File: src/rtl/mvm_pkg.sv
`default_nettype none
// +----------------------------------------------------------------------------+
// | Package   : mvm_pkg                                                         |
// | Purpose   : Shared definitions for the MVM stream loader: command op        |
// |             encodings, loader FSM states and the tuser field layout.        |
// | Revision  : 1.0 - initial release                                           |
// +----------------------------------------------------------------------------+
package mvm_pkg;

  // Width of the op field carried in tuser.
  localparam int OP_W  = 2;
  // Width of the per-command RF count for matrix writes.
  localparam int RFS_W = 7;

  // Command op encodings.
  typedef enum logic [OP_W-1:0] {
    OP_INSTR  = 2'd0,
    OP_REDUCE = 2'd1,
    OP_IVEC   = 2'd2,
    OP_MATRIX = 2'd3
  } op_e;

  // Loader FSM states.
  typedef enum logic [0:0] {
    ST_IDLE   = 1'b0,
    ST_STREAM = 1'b1
  } state_e;

  // tuser layout, MSB to LSB: {rf_onehot[num_rfs-1:0], op[OP_W-1:0], addr[addrw-1:0]}
  function automatic int tuser_w(input int num_rfs, input int addrw);
    return num_rfs + OP_W + addrw;
  endfunction

  // Saturate a requested RF count to the number of RFs present.
  function automatic logic [RFS_W-1:0] clamp_rfs(input logic [RFS_W-1:0] rfs,
                                                 input int              max_rfs);
    if (int'(rfs) > max_rfs) begin
      return RFS_W'(max_rfs);
    end
    return rfs;
  endfunction

endpackage
`default_nettype wire

File: src/rtl/mvm_axis_reg.sv
`default_nettype none
// +----------------------------------------------------------------------------+
// | Module    : mvm_axis_reg                                                    |
// | Purpose   : Single-entry valid/ready register slice. Output data is held    |
// |             stable while out_valid_o is high and out_ready_i is low.        |
// | Ports     : clk, rst (async, active-low)                                    |
// |             in_valid_i/in_ready_o/in_data_i    upstream handshake          |
// |             out_valid_o/out_ready_i/out_data_o downstream handshake        |
// | Revision  : 1.0 - initial release                                           |
// +----------------------------------------------------------------------------+
module mvm_axis_reg #(
  parameter int W = 8
) (
  input  logic         clk,
  input  logic         rst,
  input  logic         in_valid_i,
  output logic         in_ready_o,
  input  logic [W-1:0] in_data_i,
  output logic         out_valid_o,
  input  logic         out_ready_i,
  output logic [W-1:0] out_data_o
);

  logic         valid_q;
  logic [W-1:0] data_q;

  // The slot can take a new word when empty or when its current word leaves.
  assign in_ready_o  = !valid_q || out_ready_i;
  assign out_valid_o = valid_q;
  assign out_data_o  = data_q;

  always_ff @(posedge clk or negedge rst) begin
    if (!rst) begin
      valid_q <= 1'b0;
      data_q  <= '0;
    end else if (in_ready_o) begin
      valid_q <= in_valid_i;
      if (in_valid_i) begin
        data_q <= in_data_i;
      end
    end
  end

endmodule
`default_nettype wire

File: src/rtl/mvm_stream_loader.sv
`default_nettype none
// +----------------------------------------------------------------------------+
// | Module    : mvm_stream_loader                                               |
// | Purpose   : Turns load commands into an AXI-stream toward the MVM rx port.  |
// |             Payload words come from src_*, each beat is tagged in tuser     |
// |             with {rf onehot, op, rf address}.                               |
// | Ports     : clk, rst (async, active-low)                                    |
// |             cmd_valid/cmd_ready/cmd_op/cmd_addr/cmd_count/cmd_rfs  command |
// |             src_tvalid/src_tready/src_tdata                    payload in  |
// |             axis_tx_tvalid/tready/tdata/tuser/tlast            stream out  |
// |             cmd_done                       pulse on last beat acceptance   |
// | Revision  : 1.0 - initial release                                           |
// +----------------------------------------------------------------------------+
module mvm_stream_loader
  import mvm_pkg::*;
#(
  parameter int DATAW   = 512,
  parameter int NUM_RFS = 64,
  parameter int ADDRW   = 9,
  parameter int USERW   = tuser_w(NUM_RFS, ADDRW),
  parameter int CNTW    = 16
) (
  input  logic             clk,
  input  logic             rst,
  input  logic             cmd_valid,
  output logic             cmd_ready,
  input  logic [OP_W-1:0]  cmd_op,
  input  logic [ADDRW-1:0] cmd_addr,
  input  logic [CNTW-1:0]  cmd_count,
  input  logic [RFS_W-1:0] cmd_rfs,
  input  logic             src_tvalid,
  output logic             src_tready,
  input  logic [DATAW-1:0] src_tdata,
  output logic             axis_tx_tvalid,
  input  logic             axis_tx_tready,
  output logic [DATAW-1:0] axis_tx_tdata,
  output logic [USERW-1:0] axis_tx_tuser,
  output logic             axis_tx_tlast,
  output logic             cmd_done
);

  // Beat total can reach cmd_count * NUM_RFS, so it needs the RF count bits too.
  localparam int TOTW = CNTW + RFS_W;
  localparam int PAYW = DATAW + USERW + 1;

  state_e           state_q, state_d;
  logic [TOTW-1:0]  remain_q, remain_d;
  logic [OP_W-1:0]  op_q, op_d;
  logic [ADDRW-1:0] addr_q, addr_d;
  logic [RFS_W-1:0] rfs_q, rfs_d;
  logic [RFS_W-1:0] idx_q, idx_d;
  logic             done_q, done_d;

  logic             in_ready;
  logic             load;
  logic             cmd_fire;
  logic             tx_fire;
  logic [RFS_W-1:0] rfs_clamp;
  logic [TOTW-1:0]  cmd_total;
  logic [NUM_RFS-1:0] onehot;
  logic             beat_last;
  logic [PAYW-1:0]  in_payload;
  logic [PAYW-1:0]  out_payload;

  // Holding off until the tx register is empty guarantees the previous
  // command's tlast beat has drained before a new one starts. Gating with
  // rst keeps ready low while reset is held.
  assign cmd_ready = rst && (state_q == ST_IDLE) && !axis_tx_tvalid;
  assign cmd_fire  = cmd_valid && cmd_ready;

  assign rfs_clamp = clamp_rfs(cmd_rfs, NUM_RFS);
  assign cmd_total = (cmd_op == OP_MATRIX) ? TOTW'(cmd_count) * TOTW'(rfs_clamp)
                                           : TOTW'(cmd_count);

  assign src_tready = (state_q == ST_STREAM) && in_ready;
  assign load       = src_tvalid && src_tready;
  assign tx_fire    = axis_tx_tvalid && axis_tx_tready;

  assign onehot     = (op_q == OP_MATRIX) ? ({{(NUM_RFS-1){1'b0}}, 1'b1} << idx_q) : '0;
  assign beat_last  = (remain_q == TOTW'(1));
  assign in_payload = {beat_last, onehot, op_q, addr_q, src_tdata};

  always_comb begin
    state_d  = state_q;
    remain_d = remain_q;
    op_d     = op_q;
    addr_d   = addr_q;
    rfs_d    = rfs_q;
    idx_d    = idx_q;
    done_d   = 1'b0;

    case (state_q)
      ST_IDLE: begin
        if (cmd_fire) begin
          op_d     = cmd_op;
          addr_d   = cmd_addr;
          rfs_d    = rfs_clamp;
          idx_d    = '0;
          remain_d = cmd_total;
          if (cmd_total != '0) begin
            state_d = ST_STREAM;
          end else begin
            done_d = 1'b1;
          end
        end
      end
      ST_STREAM: begin
        if (load) begin
          remain_d = remain_q - TOTW'(1);
          if (beat_last) begin
            state_d = ST_IDLE;
          end
          // Matrix data walks across rfs_q RFs at one address, then moves on.
          if (op_q == OP_MATRIX) begin
            if (idx_q == rfs_q - RFS_W'(1)) begin
              idx_d  = '0;
              addr_d = addr_q + ADDRW'(1);
            end else begin
              idx_d = idx_q + RFS_W'(1);
            end
          end
        end
      end
      default: state_d = ST_IDLE;
    endcase

    if (tx_fire && axis_tx_tlast) begin
      done_d = 1'b1;
    end
  end

  always_ff @(posedge clk or negedge rst) begin
    if (!rst) begin
      state_q  <= ST_IDLE;
      remain_q <= '0;
      op_q     <= '0;
      addr_q   <= '0;
      rfs_q    <= '0;
      idx_q    <= '0;
      done_q   <= 1'b0;
    end else begin
      state_q  <= state_d;
      remain_q <= remain_d;
      op_q     <= op_d;
      addr_q   <= addr_d;
      rfs_q    <= rfs_d;
      idx_q    <= idx_d;
      done_q   <= done_d;
    end
  end

  assign cmd_done = done_q;

  mvm_axis_reg #(
    .W (PAYW)
  ) u_out_reg (
    .clk         (clk),
    .rst         (rst),
    .in_valid_i  (load),
    .in_ready_o  (in_ready),
    .in_data_i   (in_payload),
    .out_valid_o (axis_tx_tvalid),
    .out_ready_i (axis_tx_tready),
    .out_data_o  (out_payload)
  );

  assign axis_tx_tlast = out_payload[PAYW-1];
  assign axis_tx_tuser = out_payload[DATAW +: USERW];
  assign axis_tx_tdata = out_payload[DATAW-1:0];

endmodule
`default_nettype wire
File: config.mk
export PLATFORM = sky130hd
export DESIGN_NAME = mvm_stream_loader
export DESIGN_NICKNAME = d
export VERILOG_FILES = /design/src/rtl/mvm_pkg.sv /design/src/rtl/mvm_axis_reg.sv /design/src/rtl/mvm_stream_loader.sv
export SDC_FILE = /design/constraint.sdc
export NUM_CORES = 2
export LEC_CHECK = 0
export BUFFER_PORTS_ARGS = -buffer_cell sky130_fd_sc_hd__buf_2
export CORE_AREA = 2 2 449 451
export DETAILED_ROUTE_END_ITERATION = 8
export DIE_AREA = 0 0 451 453
export SLEW_MARGIN = 20
export SYNTH_ARGS = -nofsm -noshare
export SYNTH_HDL_FRONTEND = slang
export SYNTH_SLANG_ARGS = --single-unit
File: constraint.sdc
create_clock -name clk -period 6.21 [get_ports clk]
set_input_delay 0.621 -clock clk [delete_from_list [all_inputs] [get_ports clk]]
set_output_delay 0.621 -clock clk [all_outputs]
set_load 0.005 [all_outputs]
==> qor.csv <==
metric,value,unit
num_rows,164,
fin_hold_ws,0.133,ns
gp_congestion,0.965,
grt_pass1_vias,23500,
end_kind,flip-flop,
vias,23700,
cp_common_cell,fa_1,
synth_edf_count,0,
firstDrtPassIters,5,
critPathLaunchType,input port,
clock_sinks,639,
crit_fanout,14,
io_pins,1143,
die_w,451,microns
worstSetupPathType,input port to flip-flop,
timing.fmax,185,MHz
p_per_area,409,nW/um^2
initial_core_util,14.4,%
synth_area,28600,sq um
syn_to_final_growth,41.4,%
synth-seq-cells,639,
fin_crit_sh,87.2,%
drive_gt1_share,54.1,%
h-tree-depth,3,
hold_viol_final,0,
via_per_inst,3.88,
worstSkewPairLatency,0.72,ns
setup_viol,0,
synthArstFlopShare,100,%
ys_seq_area_share,55.9,%
drt_wl_total,164,mm
antenna_found_initial,161,
min_path_type,input port to flip-flop,
layout_common_cells,"1,141 x buf_2, 639 x dfrtp_1, 523 x mux2_2",
tightest_slew,1.11,ns
syn_area_per_cell,13.0,sq um
final_nets,4018,
crit_slowest_cell,fa_1,
cts_root_buffer,clkbuf_16,
synth.distinct_cells,69,
cts_setup_buffers,0,
portBuffers,1142,
finalCriticalPeriod,5.42,ns
met3_usage,5.71,%
core_area,199000,sq um
grt_overflow,0,
ys.flop_type,dfrtp_1,
fill_cells,21800,
die_y,453,microns
clock_path_buffers,3,
tritoncts,built,
track_usage,15.6,%
rsz0062_at_grt,no,
wl_per_cell,26.9,microns
max_stage_delay,0.50,ns
multiInputGateArea,11900,sq um
busiest_layer,met2,
crit_chain,"buf_2, nor2b_1, buf_4, and2_1, fa_1, fa_1, fa_1, inv_1, fa_1, inv_1, ha_1, a21oi_1, a21boi_0, nand2_1, a221oi_1, o211ai_1, nor4b_2, nand4_1, a22o_1",
finalMaxSlewViolations,0,
grt_max_degree,166,
drc_errors,0,
clock_skew,0.0552,ns
leakagePower,18.7,nW
grtUsageMet1,15.2,%
grt_pass1_wl,214,mm
grt_util_met2,28.8,%
synth_warnings,0,
max-slew-margin-rel,26.1,%
max-cap-violations,0,
status,"finished, final reports clean",
drtIter0Drc,1782,
arrival,5.98,ns
finalPower,16.5,mW
worstPathRequired,6.78,ns
die_area,204000,sq um
clk_pin_slew,0.07,ns
postSynthCellCount,2200,
final_common_cell,buf_2,
synthesis.nets,2871,
drtAntennaViolNets,0,
regArea,16000,sq um
setup_tns,0,ns
cts_buffers,80,
vdd_ir_drop_max,0.000277,V
dp_hpwl,139,mm
[flip-flops by register name, summed over array words and instances (netlist names)]
signal,cells
rfs_q,7
addr_q,9
remain_q,23
state_q,1
cmd_done,1
op_q,2
u_out_reg.out_valid_o,1
u_out_reg.out_data_o,588
idx_q,7
[path summary, 6_finish.rpt]
| path | cells past startpoint | from | end | slack (ns) |
|---|---|---|---|---|
| worst max-delay path | 19 | cmd_rfs[6] | state_q$_DFF_PN0_ | 0.79 |
| max in group asynchronous | 5 | rst | u_out_reg.out_data_o[546]$_DFFE_PN0P_ | 3.24 |
| worst max register to register | 10 | rfs_q[0]$_DFFE_PN0P_ | addr_q[4]$_DFFE_PN0P_ | 2.60 |
| min in group asynchronous | 2 | rst | u_out_reg.out_data_o[252]$_DFFE_PN0P_ | 0.41 |
| worst min-delay path | 2 | src_tdata[507] | u_out_reg.out_data_o[507]$_DFFE_PN0P_ | 0.13 |
| worst min register to register | 2 | u_out_reg.out_data_o[526]$_DFFE_PN0P_ | u_out_reg.out_data_o[526]$_DFFE_PN0P_ | 0.47 |
[critical path: cells and delay by family]
family                     cells  cell delay [ns]
and+or+nand+nor                5             1.08
AOI/OAI and AO/OA              5             1.47
buffers and inverters          4             0.52
adders and majority gates      5             2.29
[cell usage after synthesis (4+ instances only)]
cell | instances | share of area (%)
a211oi_1 | 4 | 0.10
a21o_1 | 4 | 0.10
a21oi_1 | 64 | 1.1
a22o_1 | 4 | 0.12
a31oi_1 | 4 | 0.087
and2_1 | 90 | 2.0
and3_1 | 11 | 0.24
clkbuf_1 | 102 | 1.3
dfrtp_1 | 639 | 56
fa_1 | 69 | 4.8
ha_1 | 51 | 2.2
inv_1 | 72 | 0.94
mux2_2 | 523 | 21
mux2i_1 | 6 | 0.21
nand2_1 | 199 | 2.6
nand2b_1 | 7 | 0.15
nand3_1 | 23 | 0.40
nand4_1 | 10 | 0.22
nor2_1 | 39 | 0.51
nor2b_1 | 11 | 0.24
nor3_1 | 20 | 0.35
nor3b_1 | 5 | 0.13
nor4_1 | 5 | 0.11
o211ai_1 | 5 | 0.13
o21a_1 | 7 | 0.18
o21ai_0 | 122 | 2.1
o22ai_1 | 14 | 0.31
o32ai_1 | 4 | 0.12
or3_1 | 8 | 0.17
or4_1 | 5 | 0.13
xnor2_1 | 5 | 0.15
xor2_1 | 10 | 0.31
[timing repair]
action | in CTS | in global routing
gates resized for setup | 0 | 0
endpoints found under the hold margin | 28 | 0
hold buffers | 1 | 0
[cell families after synthesis]
family | count (synthesis) | synth area share [%]
buffers and inverters | 184 | 2.61
xor gates and xnor gates | 16 | 0.516
AOI/OAI and AO/OA | 266 | 5.48
adders and majority gates | 120 | 7.06
and+or+nand+nor | 445 | 7.61
DFF | 639 | 55.9
muxes | 530 | 20.8
[power breakdown]
group	leakage [nW]	switching, mW	internal, mW
Clock	1.34	2.07	2.89
Sequential	7.67	0.819	5.43
Combinational	9.74	2.92	2.41
[routing by layer]
layer,share of wire (%),up-vias
met5,0.22,-
met4,4.5,34
met3,8.7,387
met2,54,1171
met1,32,12100
li1,-,10000
[final cells by class]
cell class	count	area share, %
diodes	60	0.371
clock buffers	111	5.63
clock inverters	33	1.16
inverters	72	0.668
multi-input cells	1377	29.4
flip-flops and latches	639	39.5
well taps	2656	8.22
repair buffers	1177	15.0
[stage by stage]
stage	worst slack, ns	cell area, sq um	utilization [%]	instances
final	0.794	40400	20.3	6125
after global routing	0.561	40400	20.3	6103
after CTS	0.883	40300	20.2	6065
after detailed placement	0.142	37500	18.8	5920
after global placement	0.187	37500	18.8	5920
after floorplan	0.334	28600	-	2200
(Power assumes the default switching activity.)
